<file path="src/rtl/camera_frame_sched.sv">
// Once-per-frame view-vector scheduler: issues one start 1 cycle after new_frame, commits 1 cycle after done.
// No backpressure: frames arriving while busy coalesce into one pending issue; extras and timeouts count as misses.
module camera_frame_sched #(
  parameter int VEC_W          = 32,
  parameter int TIMEOUT_CYCLES = 4096
) (
  input  logic               clk_in,
  input  logic               rst_n_in,
  input  logic               new_frame_in,
  input  logic               freeze_in,
  input  logic [8:0]         pitch_in,
  input  logic [8:0]         roll_in,
  input  logic [8:0]         yaw_in,
  output logic               view_start_out,
  output logic [8:0]         view_pitch_out,
  output logic [8:0]         view_roll_out,
  output logic [8:0]         view_yaw_out,
  input  logic               view_done_in,
  input  logic [9*VEC_W-1:0] view_vec_in,
  output logic [9*VEC_W-1:0] cam_vec_out,
  output logic               cam_valid_out,
  output logic               cam_update_out,
  output logic               busy_out,
  output logic [7:0]         miss_count_out
);

  localparam int CNT_W = (TIMEOUT_CYCLES > 2) ? $clog2(TIMEOUT_CYCLES) : 1;
  localparam logic [CNT_W-1:0] LAST_CNT = CNT_W'(TIMEOUT_CYCLES - 1);

  localparam logic [1:0] ST_IDLE   = 2'd0;
  localparam logic [1:0] ST_ISSUE  = 2'd1;
  localparam logic [1:0] ST_WAIT   = 2'd2;
  localparam logic [1:0] ST_COMMIT = 2'd3;

  logic [1:0]       state_q;
  logic [1:0]       state_nxt;
  logic             pending_q;
  logic             pending_nxt;
  logic [CNT_W-1:0] wait_cnt_q;

  logic       frame_req;
  logic       busy_now;
  logic       done_hit;
  logic       timeout;
  logic       exit_pt;
  logic       consume;
  logic       latch_ops;
  logic       pend_set;
  logic       coalesce;
  logic [8:0] miss_sum;

  always_comb begin
    frame_req = new_frame_in & ~freeze_in;
    busy_now  = (state_q != ST_IDLE);
    done_hit  = (state_q == ST_WAIT) && view_done_in;
    timeout   = (state_q == ST_WAIT) && !view_done_in && (wait_cnt_q == LAST_CNT);
    // A timeout leaves WAIT exactly like a COMMIT does, minus the vector update.
    exit_pt   = (state_q == ST_COMMIT) || timeout;
    consume   = exit_pt && pending_q;
    latch_ops = ((state_q == ST_IDLE) && frame_req) || consume;
    pend_set  = frame_req && busy_now;
    coalesce  = pend_set && pending_q;
    miss_sum  = {1'b0, miss_count_out} + {8'd0, timeout} + {8'd0, coalesce};
  end

  always_comb begin
    state_nxt = state_q;
    case (state_q)
      ST_IDLE:   if (frame_req) state_nxt = ST_ISSUE;
      ST_ISSUE:  state_nxt = ST_WAIT;
      ST_WAIT: begin
        if (view_done_in)  state_nxt = ST_COMMIT;
        else if (timeout)  state_nxt = pending_q ? ST_ISSUE : ST_IDLE;
      end
      ST_COMMIT: state_nxt = pending_q ? ST_ISSUE : ST_IDLE;
      default:   state_nxt = ST_IDLE;
    endcase
  end

  // A frame landing in the same cycle a pending one is consumed keeps pending set.
  always_comb begin
    pending_nxt = pending_q;
    if (pend_set)     pending_nxt = 1'b1;
    else if (consume) pending_nxt = 1'b0;
  end

  always_ff @(posedge clk_in or negedge rst_n_in) begin
    if (!rst_n_in) begin
      state_q        <= ST_IDLE;
      pending_q      <= 1'b0;
      wait_cnt_q     <= '0;
      view_start_out <= 1'b0;
      busy_out       <= 1'b0;
      cam_update_out <= 1'b0;
    end else begin
      state_q        <= state_nxt;
      pending_q      <= pending_nxt;
      view_start_out <= (state_nxt == ST_ISSUE);
      busy_out       <= (state_nxt != ST_IDLE);
      cam_update_out <= (state_nxt == ST_COMMIT);
      if (state_q == ST_ISSUE)
        wait_cnt_q <= '0;
      else if ((state_q == ST_WAIT) && !view_done_in && !timeout)
        wait_cnt_q <= wait_cnt_q + 1'b1;
    end
  end

  always_ff @(posedge clk_in or negedge rst_n_in) begin
    if (!rst_n_in) begin
      view_pitch_out <= '0;
      view_roll_out  <= '0;
      view_yaw_out   <= '0;
    end else if (latch_ops) begin
      view_pitch_out <= pitch_in;
      view_roll_out  <= roll_in;
      view_yaw_out   <= yaw_in;
    end
  end

  always_ff @(posedge clk_in or negedge rst_n_in) begin
    if (!rst_n_in) begin
      cam_vec_out    <= '0;
      cam_valid_out  <= 1'b0;
      miss_count_out <= '0;
    end else begin
      if (done_hit) begin
        cam_vec_out   <= view_vec_in;
        cam_valid_out <= 1'b1;
      end
      miss_count_out <= miss_sum[8] ? 8'hFF : miss_sum[7:0];
    end
  end

endmodule

</file>
<file path="config.mk">
export PLATFORM = sky130hd
export DESIGN_NAME = camera_frame_sched
export DESIGN_NICKNAME = d
export VERILOG_FILES = /design/src/rtl/camera_frame_sched.sv
export SDC_FILE = /design/constraint.sdc
export NUM_CORES = 1
export LEC_CHECK = 0
export ABC_AREA = 1
export BUFFER_PORTS_ARGS = -buffer_cell sky130_fd_sc_hd__clkbuf_2
export CAP_MARGIN = 20
export CORE_AREA = 2 2 252 254
export CTS_CLUSTER_DIAMETER = 200
export DETAILED_ROUTE_END_ITERATION = 6
export DIE_AREA = 0 0 254 256
export GPL_ROUTABILITY_DRIVEN = 0
export PLACE_DENSITY = 0.46
export SLEW_MARGIN = 20
export SYNTH_ARGS = -nofsm -noshare
export SYNTH_HDL_FRONTEND = slang
export SYNTH_SLANG_ARGS = --single-unit
</file>
<file path="constraint.sdc">
create_clock -name clk_in -period 2.3 [get_ports clk_in]
set_clock_uncertainty 0.1 [all_clocks]
set_input_delay 0.23 -clock clk_in [delete_from_list [all_inputs] [get_ports clk_in]]
set_output_delay 0.23 -clock clk_in [all_outputs]
set_load 0.05 [all_outputs]
</file>
; Word-level counts from Yosys, hierarchy flattened
; Cells that the tools add are included.
[op_classes]
mux = 10
n_bitwise = 2
n_addsub = 3
reduce_logical = 17
eq_ne = 6
[op_table]
columns = op, count
row1 = 2-to-1 mux 12 bit, 2
row2 = adder 12 x 1 -> 12 bit (second input constant), 1
row3 = == test 12 bit (second input constant), 1
row4 = adder 8 x 1 -> 9 bit, 1
row5 = adder 9 x 1 -> 9 bit, 1
row6 = logical AND 1 bit, 8
row7 = 2-to-1 mux 8 bit, 1
row8 = one-hot mux 2 bit (4 select lines), 1
row9 = nonzero test 2 bit, 4
row10 = == test 2 bit (second input constant), 3
row11 = 2-to-1 mux 2 bit, 3
row12 = == test 2 x 1 -> 1 bit (second input constant), 2
row13 = 2-to-1 mux 1 bit, 3
row14 = zero test 1 bit, 2
row15 = zero test 2 bit, 1
row16 = logical OR 1 bit, 2
row17 = bitwise AND 1 bit, 1
row18 = NOT 1 bit, 1
[word_totals]
elab_cells = 50
reg_bits = 342
inputBits = 320
out_inout_bits = 327

; Longest topological paths before layout
; Gate-level depths: netlist of run 1.
[depth]
ltp_word = 7
depth_mapped = 14

; Worst setup path after synthesis of run 1
; No wires, ideal clock.
[synth_timing]
path_type = flip-flop to flip-flop
start = register wait_cnt_q[0]
end = register miss_count_out[5]
stages_incl_launch_ff = 15
arrival_time_ns = 2.018
slack_ns = 0.099
period_less_slack_ns = 2.201
path_cell_list = dfrtp_1 > ha_1 > inv_2 > nor2_4 > nand2_2 > nor2_4 > nand2_1 > inv_1 > fa_1 > nand2_1 > inv_1 > nand2_1 > nor3b_1 > nor2_1 > o21ai_0
[synth_via]
elab_chain_len = 5
[synth_lines]
columns = element, line
row1 = "start, declared", 39  ; logic [CNT_W-1:0] wait_cnt_q;
row2 = "start signal, assigned", 104  ; wait_cnt_q <= wait_cnt_q + 1'b1;
row3 = == test 12 bit, 56  ; timeout = (state_q == ST_WAIT) && !view_done_in && (wait_cnt_q == LAST_CNT);
row4 = logical AND 1 bit, 56
row5 = adder 8 x 1 -> 9 bit, 63  ; miss_sum = {1'b0, miss_count_out} + {8'd0, timeout} + {8'd0, coalesce};
row6 = adder 9 x 1 -> 9 bit, 63
row7 = 2-to-1 mux 8 bit, 130  ; miss_count_out <= miss_sum[8] ? 8'hFF : miss_sum[7:0];
row8 = "end signal, assigned", 130
row9 = "end, declared", 24  ; output logic [7:0] miss_count_out
; Every way passes these cells.
; A chain may end at the register's enable or synchronous reset.

; Worst setup path after layout of run 1
[layout_timing]
start = register wait_cnt_q[0]
end = register miss_count_out[4]
; The elaborated chain is that of the path after synthesis.

==> qor.txt, run 1 <==
First-pass GRT wire length: 74.6 mm
Fin crit share: 94.0%
Cell Chain, Critical Path: ha_1 > inv_2 > nor2_4 > nand2_2 > nor2_4 > nand2_1 > inv_1 > fa_1 > nand2_1 > inv_1 > nand2_1 > nor2_1 > nor2_1 > o21ai_0
Tmin final: 2.16 ns
Iteration-0 DRC Markers: 619
CP dominant cell by count: nand2_1
Vias per std cell: 3.95
CP max stage cell: dfrtp_1
Skew-Pair Late Insertion Delay: 0.55 ns
Cell area after layout: 22300 sq um
First drt pass iteration count: 5
Min Hold Slack: 0.150 ns
# rows: 92
Critical path's top delay family: adder cells
DP HPWL: 34.3 mm
Leakage: 12.3 nW
Setup ws final: 0.139 ns
Max stage delay on crit path: 0.42 ns
Largest net degree at the start of global routing: 143
Port buffer count: 646
Setup violations, final: 0
Setup Buffers After CTS: 0
DP Cell Count: 2974
Routed WL per cell: 14.5 um
Core ar.: 62400 sq um
R2R Path End: miss_count_out[4]
RSZ-0062 raised after global routing: no
R2r startpoint: wait_cnt_q[0]
Tot Pwr: 35.3 mW
Reg area: 8560 sq um
Vias post-DR: 13315
Worst-Margin Slew: 0.737 ns
Setup TNS Final: 0 ns
Fin. Hold Viols: 0
Die H: 256 um
Max Cap Violations: 0
Netlist cell types: 25
Gr usage total: 14.4%
Top cell type's share of synthesized area: 64.8%
CTS Buf Count: 42
Outcome: finished, final reports clean
Peak VDD IR: 0.000830 V
DRC violations left: 0
Ports: 647
R2R cell count: 14
TritonCTS clock tree: built
Critical path class: flip-flop to flip-flop
Rel. slew slack: 50.9%
R2R setup slack: 0.14 ns
CTS HTree Levels: 2
Number of fill cells: 6438
CP arrival: 2.50 ns
Power Dens Cells: 1590 nW/um^2
Pins over their slew limit: 0
Antenna viol nets, final: 0
Area of the multi-input gates: 4250 sq um
Dominant cells by area after synthesis: dfrtp_1, nand2_1, nand3_1, clkbuf_1, buf_2
Total Routed Length: 48.7 mm
Placed cell area: 17700 sq um
Via count of the first global-routing pass: 13699
Final Util: 35.7%
Initial core utilization: 21.2%
Clk slew on worst S/H paths: 0.06 ns
Dpl ws: -0.0452 ns
Biggest area consumer among synthesized cells: dfrtp_1
Critical path endpoint category: flip-flop
Die area: 65000 sq um
Post-synthesis sequential area ratio: 64.8%
Synthesis warning total: 0
P&R area growth vs syn: 68.4%
Synth Register Bits: 342
Final Net Count: 2812
Synth Instances: 1517
Post-Syn Nets: 1839
Synthesized area: 13200 sq um
Clock buffer depth: 3
Worst path bufs/invs: 3
Total congestion overflow: 0
Non-filler cells, final: 3370
Layout cells sized above 1: 30.4%
Root buffer cell: clkbuf_16
Startpoint types: flip-flop
Tightest Hold Check Type: input port to async pin
F_max: 463 MHz
CP Data Required Time: 2.63 ns
Syn_area_per_cell: 8.71 sq um
# clock sinks: 342
Initial antenna violation count: 1
Die X: 254 um
Worst Path Max Fanout: 5
-- how the worst max path moves through the flow --
stage                                   end  cells after the start           from
after floorplan           miss_count_out[5]                     14  wait_cnt_q[0]
after global placement      view_yaw_out[4]                      7      pending_q
after detailed placement  view_pitch_out[8]                      7      pending_q
after CTS                 miss_count_out[5]                     12  wait_cnt_q[0]
after global routing      miss_count_out[4]                     14  wait_cnt_q[0]
final                     miss_count_out[4]                     14  wait_cnt_q[0]
-- registers in the layout, indices dropped and copies added, names as in the netlist --
| name | cells |
|---|---|
| state_q | 2 |
| cam_vec_out | 288 |
| view_yaw_out | 9 |
| view_pitch_out | 9 |
| view_roll_out | 9 |
| pending_q | 1 |
| miss_count_out | 8 |
| view_start_out | 1 |
| cam_update_out | 1 |
| busy_out | 1 |
| wait_cnt_q | 12 |
| cam_valid_out | 1 |
-- placed cells by master, fill, tap and decap left out, types with 10 or more instances in the layout --
cell / netlist / layout
nand3_1: 40 / 39
dlygate4sd3_1: 0 / 318
clkbuf_1: 40 / 10
nand4_1: 12 / 12
clkbuf_2: 0 / 645
buf_12: 0 / 13
clkbuf_8: 0 / 15
nor2_1: 19 / 19
clkbuf_16: 0 / 42
dfrtp_1: 342 / 342
nand2_1: 976 / 975
inv_1: 26 / 25
buf_4: 0 / 26
-- cell usage after synthesis --
library cell,n
nand3_4,1
o21bai_1,2
clkbuf_1,40
buf_6,2
nand3_1,40
buf_1,6
nor2_4,2
buf_2,26
dfrtp_1,342
xnor2_1,1
ha_1,1
inv_1,26
nor3b_1,1
nand4_1,12
inv_2,1
nor2_2,2
o21ai_0,6
a21oi_1,1
fa_1,1
xor2_1,2
nor2_1,19
or2_2,4
nand2_1,976
nand2_2,2
a21o_1,1
-- cell families after synthesis --
logic type	count (synthesis)	synth area share (%)
compound gates	10	0.436
flops	342	64.8
simple gates	1059	31.1
buf+inv	101	3.23
xor+xnor	3	0.199
fa+ha+maj	2	0.246
-- metal layers --
layer / track usage (%) / wire (um)
met1: 16.8 / 19700
met2: 25.1 / 23900
met3: 3.97 / 3580
met4: 5.34 / 1590
met5: 0 / 0
-- what timing repair did --
item,in CTS,in global routing
setup endpoints to repair,21,6
resized for setup,1,2
hold buffers,318,0
hold endpoints to repair,367,0
-- cell type report --
type                       instances  share of cell area [%]
inverter                          27                   0.489
clock inverter                     9                   0.433
clock buffer                      67                    5.82
antenna                            2                  0.0225
tap                              846                    4.76
timing repair buffer            1003                    30.9
multi-input combinational       1074                    19.1
sequential                       342                    38.5
-- power by group --
part | internal (mW) | switching [mW] | total, mW
Sequential | 8.77 | 1.56 | 10.3
Clock | 3.97 | 2.61 | 6.59
Combinational | 4.00 | 14.4 | 18.4
Total | 16.7 | 18.6 | 35.3
(Power assumes the default switching activity.)
==> run 2: changes to the inputs <==
--- a/config.mk
+++ b/config.mk
@@ -5,13 +5,12 @@
 export SDC_FILE = /design/constraint.sdc
 export NUM_CORES = 1
 export LEC_CHECK = 0
-export ABC_AREA = 1
 export BUFFER_PORTS_ARGS = -buffer_cell sky130_fd_sc_hd__clkbuf_2
 export CAP_MARGIN = 20
-export CORE_AREA = 2 2 252 254
+export CORE_AREA = 2 2 251 253
 export CTS_CLUSTER_DIAMETER = 200
 export DETAILED_ROUTE_END_ITERATION = 6
-export DIE_AREA = 0 0 254 256
+export DIE_AREA = 0 0 253 255
 export GPL_ROUTABILITY_DRIVEN = 0
 export PLACE_DENSITY = 0.46
 export SLEW_MARGIN = 20
==> run 2 against run 1 <==
  * Non-clock buffer count is 26 higher
  * Combinational power is 3% lower
  * Routed wire length is 6.0% lower
  * Cell area hardly changed
  * Synthesized cell count is 7.3% lower
  * Via count is 2.8% lower
  * Synthesized area is 1.1% lower
  * Utilization is 0.13 points higher
  * Cell count is 3.8% lower
  * Maximum frequency is 5.4% lower
  * Setup slack worse by 0.12 ns
  * Largest power group unchanged
  * Highest routed layer is now met5
==> qor.txt, run 2 <==
Worst-Margin Slew: 0.856 ns
Largest net degree at the start of global routing: 81
Total congestion overflow: 0
Register share of total power: 29.7%
Pins over their slew limit: 0
Tmin final: 2.28 ns
Via count of the first global-routing pass: 13335
Outcome: finished, final reports clean
Logic pwr share: 52.0%
Peak VDD IR: 0.000953 V
Setup ws final: 0.0164 ns
CP endpoint: miss_count_out[6]
Max stage delay on crit path: 0.54 ns
Vias post-DR: 12941
Power Dens Cells: 1550 nW/um^2
Root buffer cell: clkbuf_16
Clock buffer depth: 3
Dpl ws: -0.00888 ns
Routed WL per cell: 14.1 um
Commonest cells after routing, fill and taps aside: nand2_1, clkbuf_2, dfrtp_1, dlygate4sd3_1, buf_4
CP arrival: 2.61 ns
Max Cap Violations: 0
R2r startpoint: wait_cnt_q[4]
Netlist cell types: 40
F_max: 438 MHz
Most common cell in the netlist: nand2_1
Biggest regs: cam_vec_out (288), wait_cnt_q (12)
First-pass GRT wire length: 70.8 mm
Non-filler cells, final: 3241
CTS Buf Count: 42
HP Start: freeze_in
Placed cell area: 17700 sq um
Worst Path Max Fanout: 5
R2R setup slack: 0.02 ns
Synthesized area: 13100 sq um
Biggest area consumer among synthesized cells: dfrtp_1
Largest register FFs: 288
Iteration-0 DRC Markers: 748
Critical path endpoint category: flip-flop
DP HPWL: 32.2 mm
Clock share of power: 18.3%
Core ar.: 62200 sq um
Cell Chain, Critical Path: nand2b_4 > or4_4 > nor3b_4 > fa_2 > and4_4 > and3_4 > nor2b_4 > a21oi_2
First drt pass iteration count: 7
Sw Ratio: 52.0%
# clock sinks: 342
Initial core utilization: 21.0%
CP max stage cell: or4_4
Vias per std cell: 3.99
Setup violations, final: 0
# rows: 92
Post-synthesis sequential area ratio: 65.5%
R2R Path End: miss_count_out[6]
Leakage: 12.2 nW
Startpoint types: flip-flop
Final Net Count: 2733
Critical path class: flip-flop to flip-flop
R2R cell count: 8
TritonCTS clock tree: built
Top cell type's share of synthesized area: 65.5%
Syn_area_per_cell: 9.28 sq um
Die area: 64500 sq um
Top_reg_cell synth: dfrtp_1
Ports: 647
Die H: 255 um
P_sw: 17.9 mW
CP Data Required Time: 2.62 ns
Cell area after layout: 22200 sq um
Skew-Pair Late Insertion Delay: 0.54 ns
Reg with most FFs: cam_vec_out
Antenna viol nets, final: 0
Fin crit share: 99.3%
Rel. slew slack: 42.9%
Total Routed Length: 45.8 mm
Gr usage total: 13.6%
Number of synthesized flops with an enable pin: 0
Post-synth ARST share: 100%
Post-synth top cells: nand2_1, dfrtp_1, clkbuf_1
Fin. Hold Viols: 0
Synth Instances: 1407
RSZ-0062 raised after global routing: yes
Int Power: 16.5 mW
Layout cells sized above 1: 33.7%
Clk slew on worst S/H paths: 0.06 ns
Final Util: 35.8%
Initial antenna violation count: 2
CTS HTree Levels: 2
Synthesis warning total: 0
Synth Register Bits: 342
Setup crit start: wait_cnt_q[4]
Die X: 253 um
P&R area growth vs syn: 70.4%
Dominant cells by area after synthesis: dfrtp_1, nand2_1, mux2_2, clkbuf_1, buf_2
Post-Syn Nets: 1729
Port buffer count: 646
Most common cell after layout, fill and taps aside: nand2_1
DRC violations left: 0
Tightest Hold Check Type: input port to flip-flop
DP Cell Count: 2846
Setup TNS Final: 0 ns
-- run 2: worst min-delay path by stage --
stage	end	depth (start not counted)
global route	pending_q	4
CTS	state_q[1]	4
global placement	cam_vec_out[43]	1
finish	pending_q	4
floorplan	busy_out	0
detailed placement	cam_vec_out[264]	1
-- run 2: worst max-delay path: cells and delay by family (launching register included) --
kind	cells	cell delay [ns]
AOI/OAI and AO/OA	1	0.05
adders and majority gates	1	0.23
DFF	1	0.39
and+or+nand+nor	6	1.39
-- run 2: power groups by stage --
stage               clock network (mW)  logic [mW]  registers (mW)
floorplan                            0        3.49            19.4
global placement                     0        17.5            10.2
detailed placement                   0        17.6            10.2
CTS                               6.58        18.1            10.2
global route                      6.84        19.0            10.6
finish                            6.32        17.9            10.2
-- run 2: layout make-up --
cell class	instances	area (sq um)
fillers	6300	39900
clock buffers	64	1240
multi-input cells	992	4280
clock inverters	10	63.8
well taps	799	1000
flip-flops and latches	342	8560
repair buffers	1029	7080
diodes	1	2.50
inverters	4	22.5
-- run 2: logic make-up (layout without fill, tap and decap cells) --
kind of cell	Yosys count	count (layout)	synth area share, %
and+or+nand+nor	924	924	27.6
DFF	342	342	65.5
buffers and inverters	73	1107	2.36
AOI/OAI and AO/OA	36	36	1.71
muxes	28	28	2.40
adders and majority gates	2	2	0.249
xor gates and xnor gates	2	2	0.134
other	0	1	0
-- run 2: routing by layer --
metal | global-route usage, % | routed length, um | vias up
met5 | 0 | 15 | -
met4 | 3.97 | 1080 | 2
met3 | 3.93 | 3200 | 68
met2 | 24.2 | 23100 | 452
met1 | 16.0 | 18400 | 6077
li1 | - | - | 6342
-- run 2: stage by stage --
stage	hold slack [ns]	power, mW
floorplan	-0.166	22.9
global placement	0.113	27.7
detailed placement	0.110	27.9
CTS	0.0355	34.9
global route	0.0666	36.5
finish	0.0789	34.4
-- run 2: what timing repair did --
action / 4_1_cts / 5_1_grt
pin swaps: 3 / 2
buffers inserted: 0 / 2
hold buffers: 318 / 0
hold endpoints to repair: 467 / 0
gates resized for setup: 4 / 9
endpoints found under the setup margin: 4 / 27
cloned: 0 / 0
